==> src/rtl/srlzr_piso.sv <==
// Parallel-in/serial-out shift register for the TX serializer path.
// Captures a word on iLOAD, then presents one bit per iSHIFT on srl_out.
module srlzr_piso #(
  parameter int   WIDTH     = 8,
  parameter bit   MSB_FIRST = 1'b1,
  parameter logic FILL      = 1'b0
) (
  input  logic             clk,
  input  logic             rst,
  input  logic [WIDTH-1:0] iDATA_IN,
  input  logic             iLOAD,
  input  logic             iSHIFT,
  output logic             srl_out,
  output logic             oEMPTY
);

  localparam int CW = $clog2(WIDTH + 1);
  localparam logic [CW-1:0] CNT_FULL = CW'(WIDTH);

  // Strobe semantics: iLOAD and iSHIFT are single-cycle qualifiers sampled on
  // every rising edge; there is no back-pressure, and iLOAD beats iSHIFT.
  logic [WIDTH-1:0] sreg;
  logic [WIDTH-1:0] sreg_shifted;
  logic [CW-1:0]    cnt;

  generate
    if (MSB_FIRST) begin : g_msb
      assign sreg_shifted = {sreg[WIDTH-2:0], FILL};
      assign srl_out      = sreg[WIDTH-1];
    end else begin : g_lsb
      assign sreg_shifted = {FILL, sreg[WIDTH-1:1]};
      assign srl_out      = sreg[0];
    end
  endgenerate

  always_ff @(posedge clk or posedge rst) begin
    if (rst) begin
      sreg <= '0;
      cnt  <= '0;
    end else if (iLOAD) begin
      sreg <= iDATA_IN;
      cnt  <= CNT_FULL;
    end else if (iSHIFT) begin
      sreg <= sreg_shifted;
      // Saturate at zero so shifting past the end of a word never wraps.
      if (cnt != '0) begin
        cnt <= cnt - 1'b1;
      end
    end
  end

  assign oEMPTY = (cnt == '0);

endmodule

==> config.mk <==
export PLATFORM = sky130hd
export DESIGN_NAME = srlzr_piso
export DESIGN_NICKNAME = d
export VERILOG_FILES = /design/src/rtl/srlzr_piso.sv
export SDC_FILE = /design/constraint.sdc
export NUM_CORES = 1
export LEC_CHECK = 0
export BUFFER_PORTS_ARGS = -buffer_cell sky130_fd_sc_hd__buf_2
export CORE_MARGIN = 1.5
export CORE_UTILIZATION = 45
export DETAILED_ROUTE_END_ITERATION = 6
export GPL_ROUTABILITY_DRIVEN = 0
export PLACE_DENSITY = 0.66
export SYNTH_ARGS = -nofsm -noshare
export SYNTH_HDL_FRONTEND = slang
export SYNTH_SLANG_ARGS = --single-unit
==> constraint.sdc <==
create_clock -name clk -period 1.7 [get_ports clk]
set_input_delay 0.17 -clock clk [delete_from_list [all_inputs] [get_ports clk]]
set_output_delay 0.17 -clock clk [all_outputs]
set_load 0.01 [all_outputs]
# Word level (Yosys, flattened, before mapping)
# Index checks and enable logic that the tools add are counted.
dict set report classes {
  n_addsub 1
  reduce_logical 5
  n_mux 5
}
# op count
set ops {}
lappend ops {{$mux 8} 2}
lappend ops {{$mux 4} 3}
lappend ops {{$logic_not 4->1} 1}
lappend ops {{$reduce_bool 2->1} 2}
lappend ops {{$reduce_bool 4->1} 1}
lappend ops {{$sub 4x1->4 const B} 1}
lappend ops {{$reduce_and 2->1} 1}
dict set report word_totals {
  output_inout_bits 2
  elab_cells 13
  in_bits 12
  ff_bits 12
}

# Depth between registers and ports, before layout
# Gate-level depths: netlist (run 1).
dict set report logic_depth {
  word_depth 4
  mapped_depth 6
  depth_no_buf 6
}

# Least setup slack after synthesis (run 1)
# No wires, ideal clock.
dict set report synth_timing {
  kind {register -> register}
  start {register cnt[0]}
  end {register cnt[3]}
  setup_time_ps 124
  period_less_slack_ps 1488
  path_buffers 0
  stages_incl_launch_ff 7
  t_required_ps 1576
  path_slack_ps 212
  arrival_time_ps 1364
  cell_sequence {dfrtp_1 > inv_1 > ha_1 > or3b_4 > inv_2 > nor3_1 > a211o_1}
}
dict set report synth_via {
  elab_chain_cells 4
  elab_cells_between_ends 7
  cone_classes {add/sub (1); mux (3); reduce/logical (3)}
}
# item line
set synth_lines {}
lappend synth_lines {{from (decl)} 24} ;# logic [CW-1:0] cnt;
lappend synth_lines {{from (signal assigned)} 47} ;# cnt <= cnt - 1'b1;
lappend synth_lines {{$sub 4x1->4} 47}
lappend synth_lines {{$mux 4} 46} ;# if (cnt != '0) begin
lappend synth_lines {{$mux 4} 43} ;# end else if (iSHIFT) begin
lappend synth_lines {{$mux 4} 40} ;# end else if (iLOAD) begin
# Several ways; a longest one is shown, not always the timed one. The select of a mux whose other input is x is not followed.
# A chain may end at the register's enable or synchronous reset.

# Worst setup path in the final report (run 1)
dict set report layout_timing {
  start {register cnt[1]}
  end {output oEMPTY}
}
dict set report layout_via {
  elab_chain_cells 1
}
# item line
set layout_lines {}
lappend layout_lines {{$logic_not 4->1} 52} ;# assign oEMPTY = (cnt == '0);
lappend layout_lines {{to (decl)} 14} ;# output logic oEMPTY
# Every way passes these cells.

==> results.md, run 1 <==
* PD cells at roughly 930 nW/um2
* Avg Vias per Cell at slightly below 5
* Crit Path Max Fanout at 5
* DR pass1 iterations at 2
* Crit path largest cell delay at about 410 ps
* Final setup viols at 0
* Netlist cell types at 19
* Req. time, crit path at about 1500 ps
* Synth Instances at a little under 60
* Metal3 WL at 24 um
* Worst clock skew at about 1.5 ps
* Placed Cells at 83
* Worst path slowest cell: dfrtp_1
* Met2 wire len at between 500 and 600 um
* IO Count at 14
* DP HPWL at 717 um
* MaxCap Viol Count at 0
* Num rows at 12
* Slew Limit Fails at 0
* Util after Layout at 64.4%
* Min-Delay Endpoint: sreg[7]
* Area Overhead vs Synth at 27.4%
* Min-Delay Startpoint: iDATA_IN[7]
* Skew-Pair Late Insertion Delay at roughly 270 ps
* First-pass GRT wire length at 1790 um
* Pre-CTS WS at ~170 ps
* Syn Nets at between 70 and 80
* Register Area at between 300 and 400 um2
* Post-synthesis sequential area ratio at between 50% and 60%
* R2r endpoint: cnt[3]
* Fin Setup TNS at 0 ps
* Yosys Warn Count at 0
* Ant. Diodes at 0
* Post-Route WL at approximately 1100 um
* Share of cells above drive strength 1 at 33.3%
* Flop2flop setup slack at ~200 ps
* CP Buf/Inv Count at 3
* Fillers at between 90 and 100
* Most frequent cells in the layout: dfrtp_1, buf_2, nand2_1
* Root buf cell: clkbuf_4
* CP endpoint kind: output port
* Max layer used: met4
* Initial antenna violation count at 0
* GRT Total Usage at 18.2%
* Core footprint at between 1000 and 1500 um2
* Die height at around 39 um
* CTS H-tree lvls at 1
* Maximum clock path buffer count at 2
* Worst min path class: input pin to flip-flop
* Fin crit share at 95.6%
* Worst path most repeated cell: inv_2
* Clock Sinks at 12
* Finished Layout Cells at approximately 90
* Max rail drop VDD at roughly 0.53 mV
* Metal1 wirelength at about 500 um
* Die W at between 30 and 40 um
* Mapped Area at around 580 um2
* Reg2Reg Depth at 6
* RSZ-0062 raised after global routing: no
* CTS buffer count at 3
* Multi-input logic area at 256 um2
* Critical path arrival at ~1500 ps
* Mean area per synthesized cell at ~10 um2
* Drt initial violations at 2
* Via count at 455
* Post-route ant nets at 0
* Leak at roughly 0.38 nW
* Slew margin rel. at between 60% and 70%
* DRC at 0
* Worst Max-Slew Pin Slew at approximately 460 ps
* Die area at 1520 um2
* Total power at between 0.0006 and 0.0007 W
* FMAX at a little over 600 MHz
* Largest net degree at the start of global routing at 21
* CP delay by family, top: flip-flops
* Worst Setup Path Type: flip-flop to output port
* Total gr overflow at 0
* Vias in the first global route at 440
* Final hold vios at 0
* Setup crit start kind: flip-flop
* Worst reg2reg startpoint: cnt[1]
* Crit-path cells: inv_2 -> ha_1 -> or3b_4 -> inv_2 -> buf_6
* Buffers on Ports at 13
* Clk slew on worst S/H paths at roughly 80 ps
* Status: complete, no violations
* Final #Nets at 93
* Worst setup margin at 74.8 ps
* Final worst path period need at 1630 ps
* CTS tree: done
* Starting Density at 50.5%
* Yosys reg bits at 12
* Hold Path Cell Cnt at 3
* Average wire per standard cell at 11.8 um
timing repair:
action,4_1_cts,5_1_grt
resized for setup,0,3
setup endpoints to repair,0,1
endpoints found under the hold margin,12,0
hold buffers,1,0
setup buffers,0,4
worst reg2reg max path, stage by stage (launching register included):
cell,delay [ps]
dfrtp_1,410
inv_2,70
ha_1,120
or3b_4,400
inv_2,90
nor3_1,50
a211o_1,250
how the worst max path moves through the flow:
stage,start,to,slack [ps],cells after the start
after floorplan,cnt[0],cnt[3],210,6
after CTS,cnt[0],oEMPTY,8,5
final,cnt[1],oEMPTY,70,5
after detailed placement,cnt[0],cnt[3],170,6
after global routing,cnt[1],oEMPTY,10,5
after global placement,cnt[0],cnt[3],220,6
Yosys cell counts:
library cell  count  area [um2]
nand2_1          10        37.5
a21oi_1           3        15.0
a211o_1           1        8.76
inv_2             1        3.75
ha_1              2        25.0
mux2i_1           7        70.1
inv_1             3        11.3
or4b_1            1        10.0
o21ai_1           8        40.0
clkbuf_1          2        7.51
nand2b_1          1        6.26
buf_2             1        5.00
a311oi_1          1        8.76
or3b_4            1        11.3
nand3_1           1        5.00
a21o_1            1        7.51
nor3_1            1        5.00
or3_1             1        6.26
dfrtp_1          12         300
kinds of logic after synthesis:
group                      Yosys count  synth area share, %
AOI/OAI and AO/OA                   14                 13.7
DFF                                 12                 51.4
adders and majority gates            2                 4.28
and+or+nand+nor                     16                 13.9
buffers and inverters                7                 4.71
muxes                                7                 12.0
per-layer routing:
metal,up-vias,global-route usage [%]
met5,-,0
met4,0,12.9
met3,4,5.20
met2,7,29.6
met1,206,19.9
li1,238,-
flip-flops by register name, summed over array words and instances (netlist names):
name	cells
cnt	4
sreg	8
final cells by class:
class	count	area share (%)
well taps	14	2.35
repair buffers	19	16.0
flip-flops and latches	12	40.3
inverters	4	2.02
clock buffers	4	4.87
multi-input cells	39	34.5
stage by stage:
stage / cell area [um2] / hold slack (ps)
floorplan: 584 / 34.7
global placement: 662 / 199
detailed placement: 662 / 207
CTS: 708 / 99.3
global route: 744 / 106
finish: 744 / 103
power breakdown:
group / leakage (nW) / switching (W) / total (W) / internal, W
logic: 0.210 / 0.0000620 / 0.000131 / 0.0000693
registers: 0.147 / 0.0000189 / 0.000334 / 0.000315
clock network: 0.0210 / 0.0000991 / 0.000229 / 0.000130
Note: power is estimated with default switching activity, not from simulation.
==> inputs of run 2 (changes only) <==
CELL_PAD_IN_SITES_DETAIL_PLACEMENT = 2   (was default)
CELL_PAD_IN_SITES_GLOBAL_PLACEMENT = 2   (was default)
CORE_ASPECT_RATIO = 0.8   (was default)
CORE_UTILIZATION = 30   (was 45)
MAX_ROUTING_LAYER = met4   (was default)
PLACE_DENSITY = 0.7   (was 0.66)
==> run 2 against run 1 <==
Cell count rose by 8.7%. Clock power about the same. Non-clock buffer count is 2 lower. Register-to-register slack worse by 40 ps. Sequential share of layout area down 0.67 points. Utilization is 24 points lower. First-iteration DRC count decreased by 100%. Combinational power rose by 3%.
==> results.md, run 2 (synthesis results as in run 1) <==
* Die W at 52.3 um (was 39.0 um)
* Initial antenna violation count at 0 (unchanged)
* Switch share at 26.6% (was 25.9%)
* CP endpoint kind: output port (unchanged)
* P_int at 0.000511 W (was 0.000514 W)
* Crit path largest cell delay at 390 ps (was 410 ps)
* MaxCap Viol Count at 0 (unchanged)
* Drt initial violations at 0 (was 2)
* Most frequent cells in the layout: dfrtp_1, buf_2, nand2_1 (unchanged)
* Status: complete, no violations (unchanged)
* Die area at 2220 um2 (was 1520 um2)
* Die height at 42.5 um (was 39.0 um)
* Clock Sinks at 12 (unchanged)
* IO Count at 14 (unchanged)
* Metal1 wirelength at 602 um (was 504 um)
* Total gr overflow at 0 (unchanged)
* Share of cells above drive strength 1 at 32.9% (was 33.3%)
* GRT Total Usage at 14.6% (was 18.2%)
* Max rail drop VDD at 0.476 mV (was 0.530 mV)
* Skew-Pair Late Insertion Delay at 270 ps (about the same)
* Maximum clock path buffer count at 2 (unchanged)
* Biggest register: sreg (unchanged)
* Buffers on Ports at 13 (unchanged)
* Final hold vios at 0 (unchanged)
* Post-Route WL at 1280 um (was 1090 um)
* Leak at 0.370 nW (was 0.378 nW)
* Fillers at 223 (was 98)
* Post-route cell area at 757 um2 (was 744 um2)
* Fin crit share at 95.0% (was 95.6%)
* Worst Max-Slew Pin Slew at 470 ps (was 463 ps)
* Critical path arrival at 1450 ps (was 1460 ps)
* Fin Setup TNS at 0 ps (unchanged)
* Metal3 WL at 76 um (was 24 um)
* FMAX at 619 MHz (was 615 MHz)
* Setup crit start kind: flip-flop (unchanged)
* Final #Nets at 91 (was 93)
* Avg Vias per Cell at 4.83 (was 4.95)
* Slew Limit Fails at 0 (unchanged)
* Worst path slowest cell: dfrtp_1 (unchanged)
* Via count at 483 (was 455)
* Core footprint at 1860 um2 (was 1160 um2)
* Average wire per standard cell at 12.8 um (was 11.8 um)
* Max reg flops at 8 (unchanged)
* Worst min path class: input pin to flip-flop (unchanged)
* Num rows at 14 (was 12)
* Final setup viols at 0 (unchanged)
* CTS tree: done (unchanged)
* Clk slew on worst S/H paths at 80 ps (about the same)
* First-pass GRT wire length at 2260 um (was 1790 um)
* Largest net degree at the start of global routing at 21 (unchanged)
* DRC at 0 (unchanged)
* Post-route ant nets at 0 (unchanged)
* RSZ-0062 raised after global routing: no (unchanged)
* Ant. Diodes at 0 (unchanged)
* DR pass1 iterations at 1 (was 2)
* Final worst path period need at 1620 ps (was 1630 ps)
* CTS buffer count at 3 (unchanged)
* DP HPWL at 875 um (was 717 um)
* Switching power at 0.000186 W (was 0.000180 W)
* Crit Path Max Fanout at 4 (was 5)
* Req. time, crit path at 1530 ps (about the same)
* Placement Cell Area at 674 um2 (was 662 um2)
* Crit-path cells: inv_2 -> ha_4 -> or3b_4 -> inv_4 -> buf_6 (was inv_2 -> ha_1 -> or3b_4 -> inv_2 -> buf_6)
* PD cells at 921 nW/um2 (was 933 nW/um2)
* Flop pwr share at 47.9% (was 48.1%)
* Met2 wire len at 598 um (was 532 um)
* Combinational fraction of design power at 19.3% (was 18.9%)
* Vias in the first global route at 528 (was 440)
* Clk pwr share at 32.8% (was 33.0%)
* Worst Setup Path Type: flip-flop to output port (unchanged)
* Worst clock skew at 4.19 ps (was 1.49 ps)
* Slew margin rel. at 68.6% (was 69.1%)
* CTS H-tree lvls at 1 (unchanged)
* Area Overhead vs Synth at 29.6% (was 27.4%)
* Root buf cell: clkbuf_4 (unchanged)
* Starting Density at 31.5% (was 50.5%)
* Max layer used: met3 (was met4)
* Top Registers: sreg: 8 flops, cnt: 4 flops (unchanged)
run 2: repair_timing:
item | 4_1_cts | 5_1_grt
resized for setup | 1 | 5
endpoints found under the hold margin | 12 | 0
pin swaps | 0 | 0
hold buffers | 1 | 0
setup buffers | 0 | 2
setup endpoints to repair | 1 | 1
run 2: metal layers:
metal	vias to the layer above	GRT usage, %
met5	-	-
met4	0	3.08
met3	0	7.50
met2	13	22.3
met1	234	17.3
li1	236	-
run 2: path summary, 6_finish.rpt:
kind	startpoint	end	slack, ps	cells after the start
min in group asynchronous	rst	cnt[2]	450	3
max	cnt[0]	oEMPTY	80	5
min reg2reg	sreg[0]	sreg[0]	540	2
max in group asynchronous	rst	cnt[1]	930	3
max reg2reg	cnt[0]	cnt[1]	160	6
min	iDATA_IN[4]	sreg[4]	100	3
run 2: layout make-up:
cell class                 count  area (um2)  area share [%]
inverter                       4        17.5            2.31
tap                           24        30.0            3.97
multi-input combinational     39         269            35.5
timing repair buffer          17         104            13.7
sequential                    12         300            39.7
clock buffer                   4        36.3            4.79
run 2: through the flow:
step / utilization [%] / std cells / setup WS (ps) / power (W) / hold WS [ps]
after global placement: 36.3 / 93 / 206 / 0.000454 / 203
after global routing: 40.8 / 100 / 8.18 / 0.000745 / 117
after detailed placement: 36.3 / 93 / 138 / 0.000458 / 218
after floorplan: - / 58 / 212 / 0.000415 / 34.7
final: 40.8 / 100 / 84.8 / 0.000697 / 104
after CTS: 38.8 / 98 / 5.72 / 0.000699 / 96.7
run 2: critical path, delay by kind of cell (launching register included):
kind                       cells  cell delay (ps)
and+or+nand+nor                1              390
adders and majority gates      1              130
buffers and inverters          3              260
DFF                            1              390
run 2: power by group through the flow:
stage | Sequential [W] | Clock [W] | Combinational (W)
after detailed placement | 0.000340 | 0 | 0.000118
final | 0.000334 | 0.000228 | 0.000135
after floorplan | 0.000335 | 0 | 0.0000805
after global routing | 0.000338 | 0.000253 | 0.000155
after CTS | 0.000334 | 0.000243 | 0.000122
after global placement | 0.000339 | 0 | 0.000115
